`config.mk`:
```
export PLATFORM = sky130hd
export DESIGN_NAME = mxn_scan
export DESIGN_NICKNAME = d
export VERILOG_FILES = /design/src/rtl/mx_pkg.sv /design/src/rtl/mxn_w.sv /design/src/rtl/mxn_scan.sv
export SDC_FILE = /design/constraint.sdc
export NUM_CORES = 1
export LEC_CHECK = 0
export ABC_AREA = 1
export BUFFER_PORTS_ARGS = -buffer_cell sky130_fd_sc_hd__buf_2
export CAP_MARGIN = 5
export CORE_ASPECT_RATIO = 1.1
export CORE_MARGIN = 1
export CORE_UTILIZATION = 35
export CTS_CLUSTER_DIAMETER = 30
export DETAILED_ROUTE_END_ITERATION = 10
export GPL_TIMING_DRIVEN = 0
export PLACE_DENSITY = 0.71
export REMOVE_ABC_BUFFERS = 1
export SLEW_MARGIN = 0
export SYNTH_ARGS = -nofsm -noshare
export SYNTH_HDL_FRONTEND = slang
export SYNTH_SLANG_ARGS = --single-unit
```
`constraint.sdc`:
```
create_clock -name clk -period 1.75 [get_ports clk]
set_input_delay 0.525 -clock clk [delete_from_list [all_inputs] [get_ports clk]]
set_output_delay 0.525 -clock clk [all_outputs]
set_load 0.05 [all_outputs]
```
`src/rtl/mx_pkg.sv`:
```
// Shared constants, state encoding and width helper for the mxn selector.
package mx_pkg;

    localparam logic MODE_MANUAL = 1'b0;
    localparam logic MODE_SCAN   = 1'b1;

    typedef enum logic [1:0] {
        IDLE   = 2'd0,
        MANUAL = 2'd1,
        SCAN   = 2'd2
    } state_t;

    // Ceil-log2 with a floor of 1 so one-value counters still get a bit.
    function automatic int clog2(input int v);
        int r;
        r = 0;
        while ((1 << r) < v) r++;
        return (r < 1) ? 1 : r;
    endfunction

endpackage

```
`src/rtl/mxn_w.sv`:
```
// Combinational WIDTH-bit CH:1 multiplexer over a flattened channel bus.
module mxn_w
    import mx_pkg::*;
#(
    parameter int WIDTH = 4,
    parameter int CH    = 8,
    localparam int SELW = clog2(CH)
) (
    output logic [WIDTH-1:0]    y,
    input  logic [CH*WIDTH-1:0] d_in,
    input  logic [SELW-1:0]     sel
);

    always_comb begin
        y = '0;
        for (int i = 0; i < CH; i++) begin
            if (sel == SELW'(i)) y = d_in[i*WIDTH +: WIDTH];
        end
    end

endmodule

```
`src/rtl/mxn_scan.sv`:
```
// Registered N-channel selector with manual select and dwell-timed auto-scan.
module mxn_scan
    import mx_pkg::*;
#(
    parameter int WIDTH = 4,
    parameter int CH    = 8,
    parameter int DWELL = 4,
    localparam int SELW = clog2(CH)
) (
    input  logic                clk,
    input  logic                reset,
    input  logic [CH*WIDTH-1:0] d_in,
    input  logic                en,
    input  logic                mode,
    input  logic [SELW-1:0]     sel_in,
    input  logic                sel_ld,
    output logic [WIDTH-1:0]    y,
    output logic [SELW-1:0]     y_sel,
    output logic                y_valid,
    output logic                wrap,
    output logic                sel_err
);

    localparam int              DCW  = clog2(DWELL);
    localparam logic [DCW-1:0]  DMAX = DCW'(DWELL - 1);
    localparam logic [SELW-1:0] SMAX = SELW'(CH - 1);
    localparam logic [SELW:0]   CHV  = (SELW + 1)'(CH);

    state_t            r_state;
    state_t            w_nxt;
    logic [SELW-1:0]   r_sel;
    logic [SELW-1:0]   w_sel;
    logic [DCW-1:0]    r_dcnt;
    logic [DCW-1:0]    w_dcnt;
    logic [DCW-1:0]    w_base;
    logic              w_ok;
    logic              w_wrap;
    logic              w_err;
    logic [WIDTH-1:0]  w_mux;

    mxn_w #(
        .WIDTH (WIDTH),
        .CH    (CH)
    ) u_mux (
        .y    (w_mux),
        .d_in (d_in),
        .sel  (r_sel)
    );

    always_ff @(posedge clk or posedge reset) begin
        if (reset) r_state <= IDLE;
        else       r_state <= w_nxt;
    end

    always_comb begin
        w_nxt = IDLE;
        unique case (1'b1)
            !en:                         w_nxt = IDLE;
            (en && mode == MODE_MANUAL): w_nxt = MANUAL;
            (en && mode == MODE_SCAN):   w_nxt = SCAN;
        endcase
    end

    // Leaving MANUAL restarts the dwell; IDLE keeps it so a paused scan resumes.
    always_comb begin
        w_ok   = {1'b0, sel_in} < CHV;
        w_base = (r_state == MANUAL) ? '0 : r_dcnt;
        w_sel  = r_sel;
        w_dcnt = r_dcnt;
        w_wrap = 1'b0;
        w_err  = 1'b0;
        if (sel_ld && w_ok) begin
            w_sel  = sel_in;
            w_dcnt = '0;
        end else if (sel_ld) begin
            w_err = 1'b1;
        end else if (w_nxt == SCAN) begin
            if (w_base == DMAX) begin
                w_dcnt = '0;
                if (r_sel == SMAX) begin
                    w_sel  = '0;
                    w_wrap = 1'b1;
                end else begin
                    w_sel = r_sel + 1'b1;
                end
            end else begin
                w_dcnt = w_base + 1'b1;
            end
        end else if (w_nxt == MANUAL) begin
            w_dcnt = '0;
        end
    end

    always_ff @(posedge clk or posedge reset) begin
        if (reset) begin
            r_sel   <= '0;
            r_dcnt  <= '0;
            y       <= '0;
            y_sel   <= '0;
            y_valid <= 1'b0;
            wrap    <= 1'b0;
            sel_err <= 1'b0;
        end else begin
            r_sel   <= w_sel;
            r_dcnt  <= w_dcnt;
            y_valid <= en;
            wrap    <= w_wrap;
            sel_err <= w_err;
            if (en) begin
                y     <= w_mux;
                y_sel <= r_sel;
            end
        end
    end

endmodule

```
==> summary.md, run 1 <==
| Metric | Value |
|---|---|
| Number of clock buffers inserted by TritonCTS | 3 |
| Latest clock arrival within the worst-skew pair | 290 ps |
| Total DRC errors in the routed layout | 6 |
| Width of the chip | 56.8 µm |
| Wire length of the first global-routing pass | 4.33 mm |
| Fraction of the core area covered by cells at the end of the flow | 47.5% |
| Iteration count of the initial detailed-routing pass | 7 |
| Shortest clock period the worst path allows after layout | 1590 ps |
| Max-slew violation count | 0 |
| DR vias/cell | 4.50 |
| Status | finished, violations left |
| Count of final setup violators | 0 |
| Cell types occupying the most area after synthesis | sky130_fd_sc_hd__dfrtp_1 (35%), sky130_fd_sc_hd__nand2_1 (23%), sky130_fd_sc_hd__inv_1 (8.8%) |
| Sw power | 0.000550 W |
| # port buffers | 48 |
| Max Freq | 630 MHz |
| Pin count of the biggest net entering global routing | 17 |
| Crit start category | flip-flop |
| Clock tree sinks | 16 |
| Worst min-delay path class | input port to asynchronous set/reset pin |
| Worst Setup Slack post-DPL | 84.0 ps |
| Post-Synthesis Cells | 185 |
| Element type at the critical path end | flip-flop |
| Crit path top cell by count | sky130_fd_sc_hd__nand2_1 |
| Fraction of registers with async set/reset | 100% |
| CTS tree | done |
| Actual slew at the worst max-slew pin | 576 ps |
| Commonest cells in the netlist | sky130_fd_sc_hd__nand2_1 (72), sky130_fd_sc_hd__inv_1 (27), sky130_fd_sc_hd__nor2_1 (27) |
| Area share of the largest cell type after synthesis | 34.7% |
| Die height | 62.2 µm |
| Number of max-cap violations | 0 |
| Power share of the sequential group | 36.1% |
| Internal power contribution | 0.000733 W |
| Violated checks | design-rule violations |
| Deepest level of the CTS H-tree | 1 |
| Switching fraction of total power | 42.9% |
| Area growth from synthesis to final layout | 27.6% |
| Slowest-stage cell, CP | sky130_fd_sc_hd__dfrtp_1 |
| Required time reported for the critical path endpoint | 1980 ps |
| Number of ports placed on the die boundary | 50 |
| Number of hold-repair buffers added at the cts stage | 0 |
| Post-route cell area | 1470 µm² |
| Placer congestion estimate | 0.804 |
| Final hold violations | 0 |
| Worst-path maximum fanout | 6 |
| Vias in the first global route | 1063 |
| Number of buffers and inverters on the critical path | 2 |
| IR Drop Worst-Case VDD | 0.000522 V |
| Share of power burned in combinational logic | 45.1% |
| Max clock buf depth | 2 |
| Number of warning messages in the yosys log | 0 |
| #FFs+latches synth | 16 |
| Share of cells above drive strength 1 | 28.1% |
| Routed length per placed instance | 9.43 µm |
| Period utilization | 90.6% |
| Row count | 21 |
| Clock-pin slew reported for the worst setup and hold paths after clock tree synthesis | 90 ps |
| Share of synthesized area occupied by flip-flops and latches | 34.7% |
| Power per unit of standard cell area | 870 nW/µm² |
| Routed via count | 1211 |
| ANT cells | 0 |
| Violation count after the first detailed-route iteration | 85 |
| Worst Setup Slack, final | 164 ps |
| Kind of cell adding the most delay to the critical path | adder cells |
| Area of the placeable core | 3100 µm² |
| Routed Antenna Nets | 0 |
| Total wire length | 2.54 mm |
| Post-Syn Area per Cell | 6.24 µm² |
| Net count reported at finish | 283 |
| Synth Flop Type | sky130_fd_sc_hd__dfrtp_1 |
| Biggest cell delay along the critical path | 430 ps |
| Relative contribution of the clock network to total power | 18.8% |
| Number of antenna violations at the first check in global routing | 0 |
| Relative slew slack | 61.5% |
| GRT Overall Usage | 15.1% |
| Detailed placement HPWL | 2.02 mm |
| Worst Skew | 2.36 ps |
| Area of placed instances | 1430 µm² |
| Post-synthesis cell type count | 21 |
| Crit Path Class | flip-flop to flip-flop |
| Combined area of all synthesized cells | 1150 µm² |
| GR Overflow Total | 0 |
| Cell with the most instances after synthesis | sky130_fd_sc_hd__nand2_1 |
| Number of flops mapped to enable cells by yosys | 0 |
| Data arrival time of the critical path | 1810 ps |
| Die ar. | 3530 µm² |
| Cell accounting for the most synthesized area | sky130_fd_sc_hd__dfrtp_1 |
| Leakage dissipation | 0.915 nW |
| Effective utilization at floorplan | 37.2% |
| Clock root buffer | sky130_fd_sc_hd__clkbuf_4 |
| Cells along the critical path | ha_1 -> ha_1 -> inv_2 -> o21ai_1 -> inv_1 -> nand2_1 -> nand2_1 -> nand2_1 -> nand2_1 -> nand2_1 -> nand2_1 -> nand2_1 -> nand2_1 |
kinds of logic (layout without fill, tap and decap cells):
group / count (synthesis) / after routing / share of synthesized area [%]
buffers and inverters: 33 / 83 / 11.1
AOI/OAI and AO/OA: 15 / 15 / 7.26
other: 1 / 1 / 0.325
DFF: 16 / 16 / 34.7
and+or+nand+nor: 113 / 113 / 39.1
adders and majority gates: 7 / 7 / 7.58
placed cells by master, fill, tap and decap left out:
cell / count
sky130_fd_sc_hd__ha_2: 2
sky130_fd_sc_hd__nor3_1: 1
sky130_fd_sc_hd__a32oi_1: 1
sky130_fd_sc_hd__nor2_2: 2
sky130_fd_sc_hd__o21ai_1: 2
sky130_fd_sc_hd__inv_2: 5
sky130_fd_sc_hd__nand3_1: 9
sky130_fd_sc_hd__buf_2: 48
sky130_fd_sc_hd__o21ai_0: 7
sky130_fd_sc_hd__ha_1: 5
sky130_fd_sc_hd__clkbuf_4: 3
sky130_fd_sc_hd__a21oi_1: 3
sky130_fd_sc_hd__nand2_2: 1
sky130_fd_sc_hd__dfrtp_1: 15
sky130_fd_sc_hd__a22oi_1: 1
sky130_fd_sc_hd__nand2_4: 1
sky130_fd_sc_hd__nand2_1: 72
sky130_fd_sc_hd__clkinv_1: 1
sky130_fd_sc_hd__o211ai_1: 1
sky130_fd_sc_hd__or2_2: 2
sky130_fd_sc_hd__conb_1: 1
sky130_fd_sc_hd__nor2_1: 25
sky130_fd_sc_hd__inv_1: 25
sky130_fd_sc_hd__clkbuf_8: 1
sky130_fd_sc_hd__dfrtp_2: 1
sequential cells by signal (all words and copies together) (netlist names):
name / cells
y: 4
r_sel: 3
y_sel: 3
r_dcnt: 2
r_state: 2
wrap: 1
y_valid: 1
layer usage:
metal	routed length [µm]	track usage, %	part of all wire [%]	vias up
li1	-	-	-	659
met5	0	0	0	-
met3	135	1.04	5.3	5
met2	1120	24.0	44	38
met4	38	6.40	1.5	0
met1	1250	21.2	49	509
area by class of cell:
class                   count  area [µm²]
fillers                   339        1630
multi-input cells         136         637
flip-flops and latches     16         402
repair buffers             48         240
inverters                  31         116
well taps                  34        42.5
clock buffers               4        36.3
power by group through the flow:
stage               combinational (W)  clock (W)  sequential (W)
floorplan                    0.000280          0        0.000611
global placement             0.000575          0        0.000466
detailed placement           0.000577          0        0.000467
CTS                          0.000580   0.000250        0.000460
global route                 0.000656   0.000264        0.000471
finish                       0.000579   0.000241        0.000463
final timing paths:
kind / start / endpoint / slack [ps] / depth (start not counted)
max in group asynchronous: reset / r_sel[2] / 1060 / 2
max reg2reg: r_sel[0] / y[1] / 160 / 13
max: r_sel[0] / y[1] / 160 / 13
min in group clk: en / y_valid / 370 / 1
min reg2reg: y[0] / y[0] / 480 / 2
min: reset / r_sel[1] / 280 / 2
stage by stage:
stage	instances	setup TNS [ps]	total power [W]	hold slack, ps
final	269	0	0.00128	281
after global routing	269	-4.95	0.00139	330
after CTS	269	0	0.00129	295
after floorplan	183	0	0.000891	439
after global placement	265	0	0.00104	461
after detailed placement	265	0	0.00104	465
timing repair:
action | in CTS | in global routing
setup endpoints to repair | 0 | 4
setup buffers | 0 | 0
hold endpoints to repair | 0 | 0
gates resized for setup | 0 | 7
(Power assumes the default switching activity.)
==> run 2: changes to the inputs <==
- CORE_ASPECT_RATIO: 1.1 -> 1.2
==> summary.md, run 2 (synthesis results as in run 1) <==
| Metric | Value |
|---|---|
| Status | complete, no violations (was finished, violations left) |
| Reg2reg end | y[1] (unchanged) |
| Max-slew violation count | 0 (unchanged) |
| Vias in the first global route | 1156 (was 1063) |
| Max FFs per register | 4 (unchanged) |
| Number of antenna violations at the first check in global routing | 0 (unchanged) |
| Die height | 64.9 µm (was 62.2 µm) |
| Actual slew at the worst max-slew pin | 583 ps (was 576 ps) |
| Number of hold-repair buffers added at the cts stage | 0 (unchanged) |
| Max Freq | 648 MHz (was 630 MHz) |
| Clock tree sinks | 16 (unchanged) |
| Worst Skew | 4.13 ps (was 2.36 ps) |
| Iteration count of the initial detailed-routing pass | 4 (was 7) |
| Total wire length | 2.66 mm (was 2.54 mm) |
| GRT Overall Usage | 17.2% (was 15.1%) |
| Biggest registers after layout | y (4), r_sel (3), y_sel (3) (unchanged) |
| Critical register-to-register path startpoint | r_sel[0] (unchanged) |
| Power per unit of standard cell area | 831 nW/µm² (was 870 nW/µm²) |
| Net count reported at finish | 285 (was 283) |
| Max clock buf depth | 2 (unchanged) |
| Shortest clock period the worst path allows after layout | 1540 ps (was 1590 ps) |
| Worst Setup Slack post-DPL | 97.1 ps (was 84.0 ps) |
| Deepest level of the CTS H-tree | 1 (unchanged) |
| Routed length per placed instance | 9.76 µm (was 9.43 µm) |
| Relative slew slack | 61.1% (was 61.5%) |
| # port buffers | 48 (unchanged) |
| Pin count of the biggest net entering global routing | 17 (unchanged) |
| Data arrival time of the critical path | 1710 ps (was 1810 ps) |
| Wire length of the first global-routing pass | 4.57 mm (was 4.33 mm) |
| Placer congestion estimate | 0.752 (was 0.804) |
| Crit start category | flip-flop (unchanged) |
| Row count | 22 (was 21) |
| Final hold violations | 0 (unchanged) |
| Detailed placement HPWL | 2.10 mm (was 2.02 mm) |
| Worst-path maximum fanout | 5 (was 6) |
| Number of ports placed on the die boundary | 50 (unchanged) |
| Element type at the critical path end | flip-flop (unchanged) |
| Latest clock arrival within the worst-skew pair | 280 ps (was 290 ps) |
| Fraction of the core area covered by cells at the end of the flow | 49.0% (was 47.5%) |
| Routed via count | 1185 (was 1211) |
| Register with the most flip-flops | y (unchanged) |
| ANT cells | 0 (unchanged) |
| Area growth from synthesis to final layout | 32.0% (was 27.6%) |
| Total DRC errors in the routed layout | 0 (was 6) |
| Commonest non-fill, non-tap cells in the layout | sky130_fd_sc_hd__nand2_1 (72), sky130_fd_sc_hd__buf_2 (48), sky130_fd_sc_hd__nor2_1 (25) (was sky130_fd_sc_hd__nand2_1 (72), sky130_fd_sc_hd__buf_2 (48), sky130_fd_sc_hd__inv_1 (25), sky130_fd_sc_hd__nor2_1 (25), sky130_fd_sc_hd__dfrtp_1 (15)) |
| Violation count after the first detailed-route iteration | 26 (was 85) |
| Area of the placeable core | 3110 µm² (was 3100 µm²) |
| Share of cells above drive strength 1 | 30.5% (was 28.1%) |
| Leakage dissipation | 0.916 nW (was 0.915 nW) |
| Reg2reg setup slack | 210 ps (was 160 ps) |
| Effective utilization at floorplan | 37.1% (was 37.2%) |
| GR Overflow Total | 0 (unchanged) |
| Clock-pin slew reported for the worst setup and hold paths after clock tree synthesis | 80 ps (was 90 ps) |
| DR vias/cell | 4.36 (was 4.50) |
| Number of max-cap violations | 0 (unchanged) |
| Clock root buffer | sky130_fd_sc_hd__clkbuf_4 (unchanged) |
| CTS tree | done (unchanged) |
| Die ar. | 3530 µm² (about the same) |
| Number of inserted filler cells in the final layout | 324 (was 339) |
| Period utilization | 88.2% (was 90.6%) |
| Worst Setup Slack, final | 206 ps (was 164 ps) |
| Routed Antenna Nets | 0 (unchanged) |
| Worst min-delay path class | input port to asynchronous set/reset pin (unchanged) |
| Critical path endpoint | y[1] (unchanged) |
| Count of final setup violators | 0 (unchanged) |
| Critical path launch point | r_sel[0] (unchanged) |
| Commonest non-fill, non-tap cell in the layout | sky130_fd_sc_hd__nand2_1 (unchanged) |
| Number of clock buffers inserted by TritonCTS | 3 (unchanged) |
| Width of the chip | 54.4 µm (was 56.8 µm) |
| Required time reported for the critical path endpoint | 1920 ps (was 1980 ps) |
| Crit Path Class | flip-flop to flip-flop (unchanged) |
| Worst Reg2Reg Path Length in Cells | 12 (was 13) |
| IR Drop Worst-Case VDD | 0.000701 V (was 0.000522 V) |
-- run 2: layout make-up --
| class | count | area (µm²) | share of cell area [%] |
|---|---|---|---|
| clock buffers | 3 | 22.5 | 1.48 |
| flip-flops and latches | 16 | 403 | 26.4 |
| multi-input cells | 136 | 679 | 44.6 |
| well taps | 36 | 45.0 | 2.96 |
| repair buffers | 50 | 255 | 16.7 |
| inverters | 31 | 119 | 7.80 |
-- run 2: repair_timing --
action	4_1_cts	5_1_grt
buffers inserted	0	2
gates resized for setup	0	17
hold endpoints to repair	0	0
setup endpoints to repair	0	4
-- run 2: critical path, stage by stage (launching register included) --
cell and delay [ps]:
sky130_fd_sc_hd__dfrtp_2 440, sky130_fd_sc_hd__buf_4 150, sky130_fd_sc_hd__ha_4 170, sky130_fd_sc_hd__nand2_1 160
sky130_fd_sc_hd__inv_1 110, sky130_fd_sc_hd__nand2_1 70, sky130_fd_sc_hd__nand2_1 40, sky130_fd_sc_hd__inv_1 50
sky130_fd_sc_hd__nand2_1 50, sky130_fd_sc_hd__nand2_1 50, sky130_fd_sc_hd__nand2_1 40, sky130_fd_sc_hd__nand2_1 60
sky130_fd_sc_hd__nand2_1 50
-- run 2: worst min-delay path by stage --
stage                from         to  slack (ps)  depth (start not counted)
global placement     y[0]       y[0]         470                          2
finish              reset       wrap         290                          2
floorplan           reset  r_dcnt[0]         440                          1
global route        reset       wrap         340                          2
detailed placement   y[3]       y[3]         470                          2
CTS                 reset   r_sel[2]         310                          2
-- run 2: metrics by stage --
stage / cells / hold WS, ps / TNS [ps] / total power (W) / instance area (µm²)
6_report: 272 / 292 / 0 / 0.00127 / 1520
4_1_cts: 270 / 310 / 0 / 0.00123 / 1450
3_5_place_dp: 267 / 470 / 0 / 0.00104 / 1430
5_1_grt: 272 / 342 / -28.1 / 0.00139 / 1520
3_3_place_gp: 267 / 467 / 0 / 0.00104 / 1430
2_1_floorplan: 183 / 439 / 0 / 0.000891 / 1140
-- run 2: layer usage --
| layer | up-vias | part of all wire, % | track usage (%) |
|---|---|---|---|
| li1 | 658 | - | - |
| met1 | 486 | 45 | 20.9 |
| met2 | 36 | 49 | 29.9 |
| met3 | 5 | 5.5 | 2.82 |
| met4 | 0 | 1.2 | 4.81 |
| met5 | - | 0 | 0 |
-- run 2: power by group --
group | switching, W | internal [W] | total (W)
registers | 0.0000423 | 0.000426 | 0.000469
clock network | 0.000103 | 0.0000798 | 0.000183
logic | 0.000411 | 0.000204 | 0.000615
